$ cat config.mk
export PLATFORM = sky130hd
export DESIGN_NAME = filter_job_scheduler
export DESIGN_NICKNAME = d
export VERILOG_FILES = /design/src/rtl/filter_job_scheduler.sv
export SDC_FILE = /design/constraint.sdc
export NUM_CORES = 1
export LEC_CHECK = 0
export CORE_MARGIN = 2
export CORE_UTILIZATION = 38
export CTS_BUF_LIST = sky130_fd_sc_hd__clkbuf_16
export DETAILED_ROUTE_END_ITERATION = 10
export PLACE_DENSITY_LB_ADDON = 0.15
export SLEW_MARGIN = 5
export SYNTH_ARGS = -nofsm -noshare
export SYNTH_HDL_FRONTEND = slang
export SYNTH_SLANG_ARGS = --single-unit
$ cat constraint.sdc
create_clock -name clk -period 4.1 [get_ports clk]
set_clock_uncertainty 0.2 [all_clocks]
set_input_delay 0.82 -clock clk [delete_from_list [all_inputs] [get_ports clk]]
set_output_delay 0.82 -clock clk [all_outputs]
set_load 0.05 [all_outputs]
$ cat src/rtl/filter_job_scheduler.sv
`timescale 1ns/1ps
// filter_job_scheduler: queues frame-filtering jobs, loads the selected 3x3
// kernel from the coefficient ROM into the MAC wrapper, runs the FCU and
// reports per-job completion, timeout and abort.
//
// state     | meaning
// ----------+-----------------------------------------------------------
// IDLE      | waiting for a queued descriptor; pops and decodes it
// LOAD_COEF | streaming 9 coefficients ROM -> MAC wrapper (10 cycles)
// START     | fcu_start pulse, dimensions presented to the FCU
// BLANK     | 2 cycles ignoring fcu_done (may still be high from last frame)
// RUN       | waiting for fcu_done; watchdog counting
// DRAIN     | job failed; waiting for the FCU to finish before retiring
// FINISH    | retire the job: job_done/job_error, completion counter
module filter_job_scheduler #(
  parameter int DIMM_BUS_WIDTH = 16,
  parameter int COEF_WIDTH     = 8,
  parameter int WDOG_WIDTH     = 24
) (
  input  logic                      clk,
  input  logic                      resetn,
  input  logic                      job_valid,
  output logic                      job_ready,
  input  logic [DIMM_BUS_WIDTH-1:0] job_width,
  input  logic [DIMM_BUS_WIDTH-1:0] job_height,
  input  logic [1:0]                job_kernel_sel,
  input  logic                      abort,
  input  logic [WDOG_WIDTH-1:0]     cfg_timeout,
  output logic [5:0]                rom_addr,
  input  logic [COEF_WIDTH-1:0]     rom_data,
  output logic                      coef_we,
  output logic [3:0]                coef_idx,
  output logic [COEF_WIDTH-1:0]     coef_data,
  output logic                      fcu_start,
  output logic [DIMM_BUS_WIDTH-1:0] fcu_width,
  output logic [DIMM_BUS_WIDTH-1:0] fcu_height,
  input  logic                      fcu_done,
  output logic                      busy,
  output logic                      job_done,
  output logic                      job_error,
  output logic [15:0]               jobs_completed
);

  typedef enum logic [2:0] {
    S_IDLE, S_LOAD_COEF, S_START, S_BLANK, S_RUN, S_DRAIN, S_FINISH
  } state_t;

  localparam int DEPTH = 4;

  state_t state;

  logic [DIMM_BUS_WIDTH-1:0] fifo_w [DEPTH];
  logic [DIMM_BUS_WIDTH-1:0] fifo_h [DEPTH];
  logic [1:0]                fifo_k [DEPTH];
  logic [1:0]                wr_ptr, rd_ptr;
  logic [2:0]                count;
  logic                      full, push, pop;

  logic [DIMM_BUS_WIDTH-1:0] head_w, head_h;
  logic [1:0]                head_k;

  logic [DIMM_BUS_WIDTH-1:0] job_w, job_h;
  logic [1:0]                job_k;
  logic [1:0]                cache_k;
  logic                      cache_valid;
  logic                      err;
  logic [3:0]                cnt;
  logic [WDOG_WIDTH-1:0]     wdog;

  assign full      = (count == 3'd4);
  assign job_ready = !full;
  // abort wins over a same-cycle push and blocks the pop so the flush is total
  assign push      = job_valid && !full && !abort;
  assign pop       = (state == S_IDLE) && (count != 3'd0) && !abort;

  assign head_w = fifo_w[rd_ptr];
  assign head_h = fifo_h[rd_ptr];
  assign head_k = fifo_k[rd_ptr];

  assign busy      = (state != S_IDLE) || (count != 3'd0);
  // ROM data already lags its address by one cycle, so it lines up with coef_we
  assign coef_data = coef_we ? rom_data : '0;

  // Descriptor FIFO: 4 entries, flushed entirely by abort
  always_ff @(posedge clk or negedge resetn) begin
    if (!resetn) begin
      wr_ptr <= '0;
      rd_ptr <= '0;
      count  <= '0;
      for (int i = 0; i < DEPTH; i++) begin
        fifo_w[i] <= '0;
        fifo_h[i] <= '0;
        fifo_k[i] <= '0;
      end
    end else if (abort) begin
      wr_ptr <= '0;
      rd_ptr <= '0;
      count  <= '0;
    end else begin
      if (push) begin
        fifo_w[wr_ptr] <= job_width;
        fifo_h[wr_ptr] <= job_height;
        fifo_k[wr_ptr] <= job_kernel_sel;
        wr_ptr         <= wr_ptr + 2'd1;
      end
      if (pop) rd_ptr <= rd_ptr + 2'd1;
      count <= count + {2'b00, push} - {2'b00, pop};
    end
  end

  // Job sequencing FSM with registered outputs
  always_ff @(posedge clk or negedge resetn) begin
    if (!resetn) begin
      state          <= S_IDLE;
      job_w          <= '0;
      job_h          <= '0;
      job_k          <= '0;
      cache_k        <= '0;
      cache_valid    <= 1'b0;
      err            <= 1'b0;
      cnt            <= '0;
      wdog           <= '0;
      rom_addr       <= '0;
      coef_we        <= 1'b0;
      coef_idx       <= '0;
      fcu_start      <= 1'b0;
      fcu_width      <= '0;
      fcu_height     <= '0;
      job_done       <= 1'b0;
      job_error      <= 1'b0;
      jobs_completed <= '0;
    end else begin
      fcu_start <= 1'b0;
      job_done  <= 1'b0;
      job_error <= 1'b0;
      coef_we   <= 1'b0;
      case (state)
        S_IDLE: begin
          if (pop) begin
            job_w <= head_w;
            job_h <= head_h;
            job_k <= head_k;
            err   <= 1'b0;
            if (head_w == '0 || head_h == '0) begin
              err   <= 1'b1;
              state <= S_FINISH;
            end else if (cache_valid && cache_k == head_k) begin
              fcu_start  <= 1'b1;
              fcu_width  <= head_w;
              fcu_height <= head_h;
              state      <= S_START;
            end else begin
              // the bank is about to be overwritten, so it is not trustworthy
              cache_valid <= 1'b0;
              rom_addr    <= {head_k, 4'd0};
              cnt         <= '0;
              state       <= S_LOAD_COEF;
            end
          end
        end
        S_LOAD_COEF: begin
          if (abort) begin
            cache_valid <= 1'b0;
            err         <= 1'b1;
            state       <= S_FINISH;
          end else begin
            cnt <= cnt + 4'd1;
            if (cnt < 4'd8) rom_addr <= {job_k, cnt + 4'd1};
            if (cnt <= 4'd8) begin
              coef_we  <= 1'b1;
              coef_idx <= cnt;
            end
            if (cnt == 4'd9) begin
              cache_k     <= job_k;
              cache_valid <= 1'b1;
              fcu_start   <= 1'b1;
              fcu_width   <= job_w;
              fcu_height  <= job_h;
              state       <= S_START;
            end
          end
        end
        S_START: begin
          cnt <= '0;
          if (abort) begin
            err   <= 1'b1;
            state <= S_DRAIN;
          end else begin
            state <= S_BLANK;
          end
        end
        S_BLANK: begin
          if (abort) begin
            err   <= 1'b1;
            state <= S_DRAIN;
          end else if (cnt == 4'd1) begin
            wdog  <= '0;
            state <= S_RUN;
          end else begin
            cnt <= cnt + 4'd1;
          end
        end
        S_RUN: begin
          wdog <= wdog + WDOG_WIDTH'(1);
          if (abort) begin
            err   <= 1'b1;
            state <= S_DRAIN;
          end else if (fcu_done) begin
            state <= S_FINISH;
          end else if (cfg_timeout != '0 && wdog + WDOG_WIDTH'(1) == cfg_timeout) begin
            err   <= 1'b1;
            state <= S_DRAIN;
          end
        end
        S_DRAIN: begin
          if (fcu_done) state <= S_FINISH;
        end
        S_FINISH: begin
          job_done  <= 1'b1;
          job_error <= err;
          if (!err) jobs_completed <= jobs_completed + 16'd1;
          state <= S_IDLE;
        end
        default: state <= S_IDLE;
      endcase
    end
  end

endmodule

### Yosys cells after proc, flatten, opt, wreduce, memory -nomap -nowiden

Index checks and enable logic that the tools add are counted.

* add/sub/neg operators: 7
* $mul: 0
* divide/modulo/power cells: 0
* order comparisons: 5
* eq/ne operators: 28
* shifts and indexed selects: 0
* multiplexer cells: 87
* bitwise gates (word level): 4
* reductions and logical operators: 36

Operator list (number)
* $mux W16: 15
* $bwmux W64: 2
* $bmux W16 S2: 2
* $pmux W16 S2: 2
* $mux W24: 2
* $pmux W24 S2: 1
* $mux W3: 12
* $demux W16 S2: 1
* $logic_not A16 Y1: 2
* $mux W6: 5
* $add A24 B1 Y24 const B: 1
* $eq A24 B24 Y1: 1
* $mux W4: 6
* $reduce_bool A24 Y1: 1
* $mux W1: 21
* $ne A2 B2 Y1 const B: 10
* $pmux W3 S6: 1
* $add A16 B1 Y16 const B: 1
* $mux W2: 8
* $pmux W4 S4: 1
* $reduce_and A5 Y1: 3
* $eq A3 B3 Y1 const B: 4
* $ne A3 B3 Y1 const B: 4
* $pmux W6 S2: 1
* 35 further kinds: 60

* register bits: 274
* latch bits: 0
* memory bits (writable): 0
* memory bits (read-only): 0
* bits of input ports: 71
* output and inout bits: 72
* memories kept: 0

### Depth between registers and ports, before layout

Gate-level depths: netlist (run 1).

* depth after elaboration: 10
* depth in mapped cells: 12
* mapped depth without buffers: 11

### Worst setup path after synthesis (run 1)

No wires, ideal clock.

* path type: in2reg
* from: input port abort
* to: register count[1]
* setup time: 132 ps
* arrival: 2634 ps
* path slack: 1134 ps
* cell stages on the path: 7
* path buffers: 1
* cell sequence: nor3_2 > clkbuf_1 > ha_1 > inv_1 > ha_1 > fa_1 > nor2b_1

* word-level cells in the longest chain between the ends: 5

Ends and longest elaborated chain
* start, declared: line 27 `input logic abort,`
* $logic_not A1 Y1: line 73, 74
* $logic_and A1 B1 Y1: line 73 `assign push = job_valid && !full && !abort;`
* $add A3 B1 Y3: line 107 `count <= count + {2'b00, push} - {2'b00, pop};`
* $sub A3 B1 Y3: line 107
* $mux W3 (*): line 95 `end else if (abort) begin`
* end signal, assigned: line 107
* end, declared: line 56 `logic [2:0] count;`

Mark *: on every way between the ends. The rest lies on a longest branch, timed or not.
A chain may end at the register's enable or synchronous reset.

### Worst setup path after layout (run 1)

* from: register state[1]
* to: output port busy

* word-level cells in the longest chain between the ends: 2

Ends and longest elaborated chain
* start, declared: line 50 `state_t state;`
* start signal, assigned: line 114 `state <= S_IDLE;`
* start signal, assigned: line 146 `state <= S_FINISH;`
* start signal, assigned: line 151 `state <= S_START;`
* $reduce_bool A3 Y1: line 80 `assign busy = (state != S_IDLE) || (count != 3'd0);`
* $logic_or A1 B1 Y1: line 80
* end, declared: line 38 `output logic busy,`

Every way passes these cells.

==> results of run 1 <==
## sequential cells by signal (all words and copies together), names as in the netlist, 2 cells and up
name	count
coef_idx	4
rd_ptr	2
state	3
fifo_h	64
wr_ptr	2
job_w	16
fifo_k	8
jobs_completed	16
rom_addr	6
job_k	2
fcu_height	16
cache_k	2
fifo_w	64
job_h	16
count	3
wdog	24
cnt	4
fcu_width	16
## cells in the final DEF, fill, tap and decap left out, types with 5 or more instances in the layout
master,n
nor3b_1,5
nand2b_1,6
and3_1,12
mux2_2,180
ha_1,11
xnor2_1,45
mux4_2,34
nand4_1,12
xor2_1,14
dfrtp_1,273
nor2_1,85
and2_1,11
nor3_1,8
clkinv_1,8
o21ai_0,45
clkbuf_16,30
clkdlybuf4s50_1,141
a31oi_1,35
nor4_1,21
inv_1,17
buf_4,21
a21oi_1,13
nand3_1,25
nand2_1,117
## logic make-up (layout without fill, tap and decap cells)
logic type	Yosys count	in the layout	synth area share, %
simple gates	323	323	11.83
xor+xnor	60	60	4.155
compound gates	125	125	6.165
other cells	0	2	0
flops	274	274	52.71
buf+inv	72	233	2.462
mux	214	214	21.47
fa+ha+maj	12	12	1.212
## worst max-delay path: cells and delay by family, from the launching register on
| family | cells | cell delay [ns] |
|---|---|---|
| DFF | 1 | 0.56 |
| and+or+nand+nor | 2 | 0.56 |
| buffers and inverters | 1 | 0.73 |
## power by group through the flow
stage	sequential [µW]	combinational, µW	clock [µW]
floorplan	4110	2360	0
global placement	4130	3290	0
detailed placement	4160	3340	0
CTS	4110	3350	2650
global route	4230	3620	2750
finish	4110	3310	2570
## how the worst max path moves through the flow
stage               end  slack, ns
3_3_place_gp   state[0]       0.65
2_1_floorplan  count[1]       1.13
3_5_place_dp   state[0]       0.61
6_report           busy       0.67
5_1_grt        state[0]       0.39
4_1_cts            busy       0.61
## Yosys cell counts (21+ instances only)
cell	n	area share (%)
clkbuf_1	39	1.1
mux4_2	34	5.9
nor2_1	86	2.5
mux2_2	180	16
nand2_1	117	3.4
a31oi_1	35	1.7
nor4_1	21	1.0
nand3_1	25	0.96
dfrtp_1	274	53
xnor2_1	45	3.0
o21ai_0	45	1.7
## stage by stage
step | instance area, µm² | power (µW) | instances
finish | 15910 | 9994 | 1691
global route | 15900 | 10610 | 1689
CTS | 15900 | 10110 | 1689
detailed placement | 14970 | 7500 | 1636
global placement | 14970 | 7420 | 1636
floorplan | 13010 | 6470 | 1080
## metal layers
metal,global-route usage (%),vias to the layer above,share of wire [%]
met1,25.36,4433,48
met2,27.23,165,46
met3,3.058,38,4.6
li1,-,4161,-
met5,0,-,0
met4,3.756,0,1.7
## area by class of cell
cell class,count,area [µm²]
diodes,2,5.005
clock buffers,30,750.7
clock inverters,23,186.4
fillers,3053,17710
inverters,14,52.55
multi-input cells,734,5852
flip-flops and latches,274,6858
well taps,448,560.5
repair buffers,166,1644
==> flow_summary_export.csv, run 1 <==
group,metric,value,unit
pwr,power_density,628.2,nW/µm²
final_layout,drive_gt1_share,23.85,%
synthesis,synth.lib_cells_used.distinct,60,
sta,fin_tns_setup,0,ns
final_layout,final_nets,1303,
global_routing,grt_max_degree,85,
setup_path,crit_arrival,2.41,ns
synthesis,syn-num-nets,1163,
routing,drc_errors,0,
setup_path,cpPeakStageDelay,0.73,ns
setup_path,start_kind,"register",
synthesis,postSynthCellCount,1080,
clocking,cts_buffer_depth,3,
clocking,post-cts-setup-buffers,0,
routing,via_count,8797,
hold_path,hold_path.class,"input pin to asynchronous set/reset pin",
synthesis,ys_warn_count,0,
routing,wire_per_inst,18.33,µm
sta,maxSlewHeadroom,33.62,%
sta,fin_hold_ws,0.04406,ns
setup_path,rr_worst_depth,9,
pwr,irDropWorstVdd,0.0003599,V
die,dieArea,35730,µm²
sta,final_max_slew_viol_count,0,
setup_path,cp_cell_sequence,"nor3_1 -> nand2_1 -> clkdlybuf4s50_1",
setup_path,ff2ff_setup_slack,0.69,ns
global_routing,antenna_found_initial,1,
die,placementRows,67,
die,die_h,189.0,µm
setup_path,worstPathRequired,3.08,ns
clocking,clock_latency,0.56,ns
setup_path,r2r_start,"wdog[0]",
pwr,comb_power_share,33.1,%
final_layout,syn2layout_area_growth,22.29,%
routing,dr.pass1.iters,6,
synthesis,netlist_area,13010,µm²
final_layout,fin_util,47.33,%
sta,period_share,83.76,%
clocking,cts-buffers-inserted,30,
pwr,clkPwrFrac,25.8,%
setup_path,critPathMaxFanout,18,
sta,hold_violations,0,
synthesis,synth_edf_count,0,
sta,setup_violations,0,
clocking,cts_sinks,274,
clocking,cts_resized,0,
global_routing,gr-total-overflow,0,
pwr,switching_share,33.34,%
global_routing,first_global_vias,8920,
placed_design,numPortBuffers,142,
placed_design,gp_congestion,0.7964,
pwr,p_sw,3332,µW
sta,fin_ws,0.6657,ns
sta,min_period,3.434,ns
setup_path,worstReg2RegEnd,"state[0]",
pwr,total_leakage_power,0.006782,µW
setup_path,crit_start,"state[1]",
synthesis,yosys_register_bits,274,
synthesis,seq_area_frac_synth,52.71,%
die,core,33620,µm²
routing,drtIter0Drc,391,
die,chipWidth,189.0,µm
clocking,h-tree-depth,1,
die,start_util,38.70,%
global_routing,globalRouteTotalUtil,17.40,%
clocking,cts_tree,"done",
setup_path,cpMaxStageDelayCell,"clkdlybuf4s50_1",
synthesis,yosys_most_used_dff,"dfrtp_1",
flow_run,cap_violations,0,
die,ioPinCount,143,
sta,tightestPinTransition,0.9933,ns
pwr,seq_power_share,41.1,%
global_routing,grt_first_pass_wirelength,50310,µm
sta,rsz0062_at_grt,"false",
sta,clock.fmax,0.2912,GHz
setup_path,cp-end-kind,"output pin",
routing,wirelength,30990,µm
clocking,cts-root-buf,"clkbuf_16",
pwr,p_int,6661,µW
routing,vias_per_cell,5.202,
placed_design,dp_hpwl,20790,µm
synthesis,avgSynthCellArea,12.05,µm²
setup_path,worstSetupPathType,"register to output pin",
synthesis,synth_async_sr_flop_share,100.0,%
placed_design,preCtsSetupSlack,0.6147,ns
clocking,ctsHoldBuffers,0,
routing,drtAntennaViolNets,0,
clocking,clk_pin_slew_worst_paths,0.07,ns
run_status,status,"complete, no violations",
(Power assumes the default switching activity.)
==> inputs of run 2 (changes only) <==
==> constraint.sdc (replaced) <==
create_clock -name clk -period 3.1 [get_ports clk]
set_clock_uncertainty 0.2 [all_clocks]
set_input_delay 0.62 -clock clk [delete_from_list [all_inputs] [get_ports clk]]
set_output_delay 0.62 -clock clk [all_outputs]
set_load 0.05 [all_outputs]
==> run 2 against run 1 <==
Total power up 35%. Via count up 2.1%. Utilization up 1.9 points. Non-clock buffer count up 57. Clock-buffer cell count up 1. First-iteration DRC count up 7.9%. Register-to-register slack worse by 0.55 ns. Final cell count up 3.4%. Setup slack worse by 0.53 ns. Sequential share of layout area down 1.7 points. Flip-flop and latch count unchanged. Die area unchanged. Critical path type is now register to register. Largest cell class unchanged. Largest power group unchanged.
==> flow_summary_export.csv, run 2 (synthesis results as in run 1) <==
group,metric,value,unit
run_status,status,"complete, no violations",
setup_path,worstPathRequired,3.35,ns
global_routing,gr-total-overflow,0,
global_routing,antenna_found_initial,2,
final_layout,mostFrequentLayoutCells,"dfrtp_1, mux2_2, clkdlybuf4s50_1, nand2_1, nor2_1",
global_routing,grt_busiest_layer,"met2",
global_routing,globalRouteTotalUtil,17.57,%
clocking,cts-buffers-inserted,31,
final_layout,drive_gt1_share,28.56,%
sta,final_max_slew_viol_count,0,
clocking,cts_sinks,274,
global_routing,use_met1,24.87,%
global_routing,met3_usage,2.725,%
global_routing,grt_first_pass_wirelength,50500,µm
final_layout,final_nets,1361,
die,core,33620,µm²
global_routing,first_global_vias,9231,
die,dieArea,35730,µm²
setup_path,cp-end-kind,"register",
final_layout,top_regs,"fifo_h x64, fifo_w x64, wdog x24",
sta,clock.fmax,0.3378,GHz
pwr,total_leakage_power,0.007164,µW
routing,dr.pass1.iters,4,
placed_design,preCtsSetupSlack,-0.1115,ns
routing,vias_per_cell,5.140,
hold_path,hold_path.class,"register to register",
die,chipWidth,189.0,µm
final_layout,final_cells,1748,
sta,setup_violations,0,
setup_path,crit_start,"rd_ptr[0]",
placed_design,dpl_cell_area,15430,µm²
sta,maxSlewHeadroom,57.07,%
pwr,power_density,815.2,nW/µm²
setup_path,rr_worst_depth,8,
hold_path,whs_endpoint,"jobs_completed[15]",
placed_design,numPortBuffers,142,
placed_design,placed_cells,1688,
pwr,totalPowerFinal,13490,µW
setup_path,worstReg2RegEnd,"rom_addr[3]",
clocking,clock_latency,0.57,ns
setup_path,r2r_start,"rd_ptr[0]",
global_routing,grt.met2_usage,28.54,%
final_layout,stdcell_area,16540,µm²
flow_run,cap_violations,0,
routing,wire_per_inst,17.64,µm
placed_design,dp_hpwl,20970,µm
setup_path,ff2ff_setup_slack,0.14,ns
global_routing,grt_max_degree,67,
final_layout,syn2layout_area_growth,27.18,%
setup_path,worstSetupPathType,"register to register",
final_layout,final_common_cell,"dfrtp_1",
hold_path,hold_path_depth,1,
clocking,clk_pin_slew_worst_paths,0.06,ns
clocking,cts_tree,"done",
hold_path,min-delay-start,"jobs_completed[15]",
routing,wirelength,30840,µm
final_layout,fin_util,49.22,%
die,placementRows,67,
routing,drtAntennaViolNets,0,
setup_path,critPathMaxFanout,10,
die,die_h,189.0,µm
final_layout,fillCellCount,3034,
placed_design,gp_congestion,0.8002,
clocking,cts_buffer_depth,3,
sta,tightestPinTransition,0.6440,ns
die,ioPinCount,143,
clocking,h-tree-depth,1,
routing,via_count,8984,
sta,min_period,2.960,ns
sta,hold_violations,0,
sta,period_share,95.49,%
pwr,irDropWorstVdd,0.0004340,V
die,start_util,38.70,%
routing,drc_errors,0,
clocking,cts-root-buf,"clkbuf_16",
setup_path,start_kind,"register",
sta,rsz0062_at_grt,"true",
setup_path,crit_arrival,3.21,ns
routing,drtIter0Drc,422,
sta,fin_ws,0.1399,ns
## run 2: per-layer routing
metal / wire, µm / vias to the layer above / part of all wire (%)
met3: 1154 / 38 / 3.7
met4: 535 / 2 / 1.7
li1: - / 4269 / -
met5: 11 / - / 0.036
met2: 14430 / 168 / 47
met1: 14710 / 4507 / 48
## run 2: layout make-up
cell class	count	area [µm²]	share of cell area, %
Sequential cell	274	6858	41.45
Antenna cell	1	2.502	0.01513
Inverter	14	52.55	0.3176
Clock inverter	23	162.7	0.9831
Timing Repair Buffer	223	2160	13.05
Tap cell	448	560.5	3.388
Multi-Input combinational cell	734	5973	36.10
Clock buffer	31	775.7	4.689
## run 2: worst max-delay path by stage
stage	to	slack (ns)
after floorplan	count[1]	0.16
after global placement	state[0]	-0.14
after detailed placement	state[0]	-0.11
after CTS	rom_addr[3]	0.01
after global routing	rom_addr[0]	-0.03
final	rom_addr[3]	0.14
## run 2: power by group
group / switching (µW) / internal (µW) / leakage [µW]
sequential: 652 / 4760 / 0.00355
combinational: 2370 / 2290 / 0.00312
clock: 1450 / 1960 / 0.000487
## run 2: metrics by stage
| stage | setup TNS (ns) | hold WS, ns |
|---|---|---|
| 2_1_floorplan | 0 | 0.1244 |
| 3_3_place_gp | -0.4020 | 0.2639 |
| 3_5_place_dp | -0.2917 | 0.2822 |
| 4_1_cts | 0 | 0.2901 |
| 5_1_grt | -0.07297 | 0.3106 |
| 6_report | 0 | 0.2806 |
## run 2: repair_timing
action | in CTS | in global routing
setup buffers | 0 | 4
gates resized for setup | 1 | 20
pin swaps | 0 | 8
hold buffers | 1 | 0
setup endpoints to repair | 2 | 46
endpoints found under the hold margin | 58 | 0
## run 2: worst max-delay path: stages, from the launching register on
cell,delay [ns]
dfrtp_2,0.47
buf_6,0.20
mux4_2,0.58
nor4_1,0.31
nand4_1,0.19
buf_4,0.20
a31oi_4,0.26
a2111oi_4,0.11
mux2_2,0.31
==> inputs of run 3 (changes only) <==
--- a/config.mk
+++ b/config.mk
@@ -6,7 +6,7 @@
 export NUM_CORES = 1
 export LEC_CHECK = 0
 export CORE_MARGIN = 2
-export CORE_UTILIZATION = 38
+export CORE_UTILIZATION = 51
 export CTS_BUF_LIST = sky130_fd_sc_hd__clkbuf_16
 export DETAILED_ROUTE_END_ITERATION = 10
 export PLACE_DENSITY_LB_ADDON = 0.15
==> run 3 against run 2 <==
First-iteration DRC count up 25%. Final cell count down 8.3%. Setup slack better by 0.010 ns. Die area down 25%. Sequential share of layout area up 0.98 points.
==> flow_summary_export.csv, run 3 (synthesis results as in run 1) <==
group,metric,value,unit
die,chipWidth,163.7,µm
final_layout,drive_gt1_share,27.18,%
global_routing,antenna_found_initial,0,
flow_run,cap_violations,0,
routing,vias_per_cell,5.654,
die,core,25110,µm²
routing,wirelength,29200,µm
placed_design,gp_congestion,0.8733,
global_routing,gr-total-overflow,0,
sta,min_period,2.950,ns
sta,tightestPinTransition,0.6459,ns
clocking,clk_pin_slew_worst_paths,0.06,ns
placed_design,placed_cells,1548,
hold_path,hold_path.class,"register to register",
pwr,power_density,828.4,nW/µm²
pwr,total_leakage_power,0.007028,µW
routing,dr.pass1.iters,4,
routing,drc_errors,0,
final_layout,final_cells,1603,
die,start_util,51.81,%
setup_path,worstSetupPathType,"register to register",
final_layout,top_regs,"fifo_h x64, fifo_w x64, wdog x24",
die,ioPinCount,143,
clocking,cts_buffer_depth,3,
setup_path,critPathMaxFanout,6,
routing,wire_per_inst,18.21,µm
die,die_h,163.7,µm
sta,hold_violations,0,
sta,fin_tns_setup,0,ns
placed_design,numPortBuffers,142,
setup_path,worstPathRequired,3.36,ns
sta,fin_hold_ws,0.2802,ns
clocking,cts-buffers-inserted,29,
final_layout,final_nets,1333,
final_layout,fillCellCount,1990,
global_routing,globalRouteTotalUtil,22.46,%
global_routing,first_global_vias,9215,
routing,drtAntennaViolNets,0,
sta,setup_violations,0,
final_layout,mostFrequentLayoutCells,"dfrtp_1, mux2_2, clkdlybuf4s50_1, nand2_1, nor2_1",
clocking,cts-root-buf,"clkbuf_16",
die,dieArea,26800,µm²
setup_path,start_kind,"register",
sta,period_share,95.16,%
sta,final_max_slew_viol_count,0,
final_layout,n_antenna_cell,0,
setup_path,crit_arrival,3.21,ns
placed_design,dp_hpwl,19700,µm
sta,clock.fmax,0.3390,GHz
clocking,cts_tree,"done",
sta,maxSlewHeadroom,56.94,%
final_layout,syn2layout_area_growth,24.26,%
pwr,irDropWorstVdd,0.0004663,V
die,placementRows,58,
clocking,h-tree-depth,1,
sta,rsz0062_at_grt,"true",
run_status,status,"complete, no violations",
global_routing,grt_max_degree,75,
setup_path,cp-end-kind,"register",
clocking,clock_latency,0.55,ns
routing,via_count,9064,
clocking,cts_sinks,274,
global_routing,grt_first_pass_wirelength,48220,µm
routing,drtIter0Drc,526,
final_layout,final_common_cell,"dfrtp_1",
-- run 3: cell types whose count changed in the layout (fill, tap and decap cells not counted), moves of 2 or more --
cell / before / now
buf_4: 76 / 48
clkinv_2: 3 / 9
clkinv_1: 8 / 5
inv_1: 22 / 19
buf_12: 11 / 13
clkbuf_16: 31 / 29
clkinv_4: 0 / 2
-- run 3: timing repair --
item | CTS | global route
hold buffers | 1 | 0
pin swaps | 0 | 1
hold endpoints to repair | 68 | 0
resized for setup | 1 | 14
setup buffers | 0 | 0
endpoints found under the setup margin | 35 | 45
-- run 3: power breakdown --
part	internal (µW)	switching [µW]	total, µW
sequential	4760	664	5420
combinational	2250	2360	4610
clock	1950	1410	3360
total	8960	4440	13400
-- run 3: cell type report --
type                    count  area [µm²]  area share, %
well taps                 330       412.9          2.554
multi-input cells         734        5923          36.64
clock buffers              29       725.7          4.489
inverters                  14       52.55         0.3251
flip-flops and latches    274        6858          42.43
repair buffers            197        1993          12.33
clock inverters            25       198.9          1.231
-- run 3: through the flow --
step           worst slack (ns)  total power (µW)  utilization, %  cell area, µm²
2_1_floorplan            0.1637              8557               -           13010
4_1_cts                 0.04053             13420           64.07           16090
3_5_place_dp           -0.03675              9996           60.32           15150
3_3_place_gp           -0.04586              9830           60.32           15150
6_report                 0.1500             13390           64.38           16160
5_1_grt                -0.07061             14190           64.38           16160
-- run 3: path summary, 6_finish.rpt --
kind | startpoint | to | slack [ns] | cells past startpoint
worst max-delay path | wdog[1] | state[0] | 0.15 | 10
worst min-delay path | jobs_completed[15] | jobs_completed[15] | 0.28 | 1
worst max register to register | wdog[1] | state[0] | 0.15 | 10
worst min register to register | jobs_completed[15] | jobs_completed[15] | 0.28 | 1
max in group asynchronous | resetn | fifo_w[9] | 1.47 | 3
min in group asynchronous | resetn | wdog[14] | 0.43 | 2
-- run 3: critical path, cell delays in order, from the launching register on --
cell	delay (ns)
dfrtp_1	0.41
ha_1	0.23
nand4_2	0.24
nor4_2	0.51
xnor2_1	0.15
nor4_1	0.19
buf_4	0.16
o2111ai_1	0.15
a2111oi_2	0.25
a211oi_1	0.16
a22oi_1	0.22
-- run 3: per-layer routing --
| layer | global-route usage (%) | part of all wire (%) | vias up | wire (µm) |
|---|---|---|---|---|
| met3 | 3.056 | 4.9 | 34 | 1445 |
| met2 | 36.80 | 48 | 195 | 13920 |
| met4 | 5.064 | 1.4 | 0 | 411 |
| met5 | 0 | 0 | - | 0 |
| li1 | - | - | 4222 | - |
| met1 | 32.19 | 46 | 4613 | 13430 |
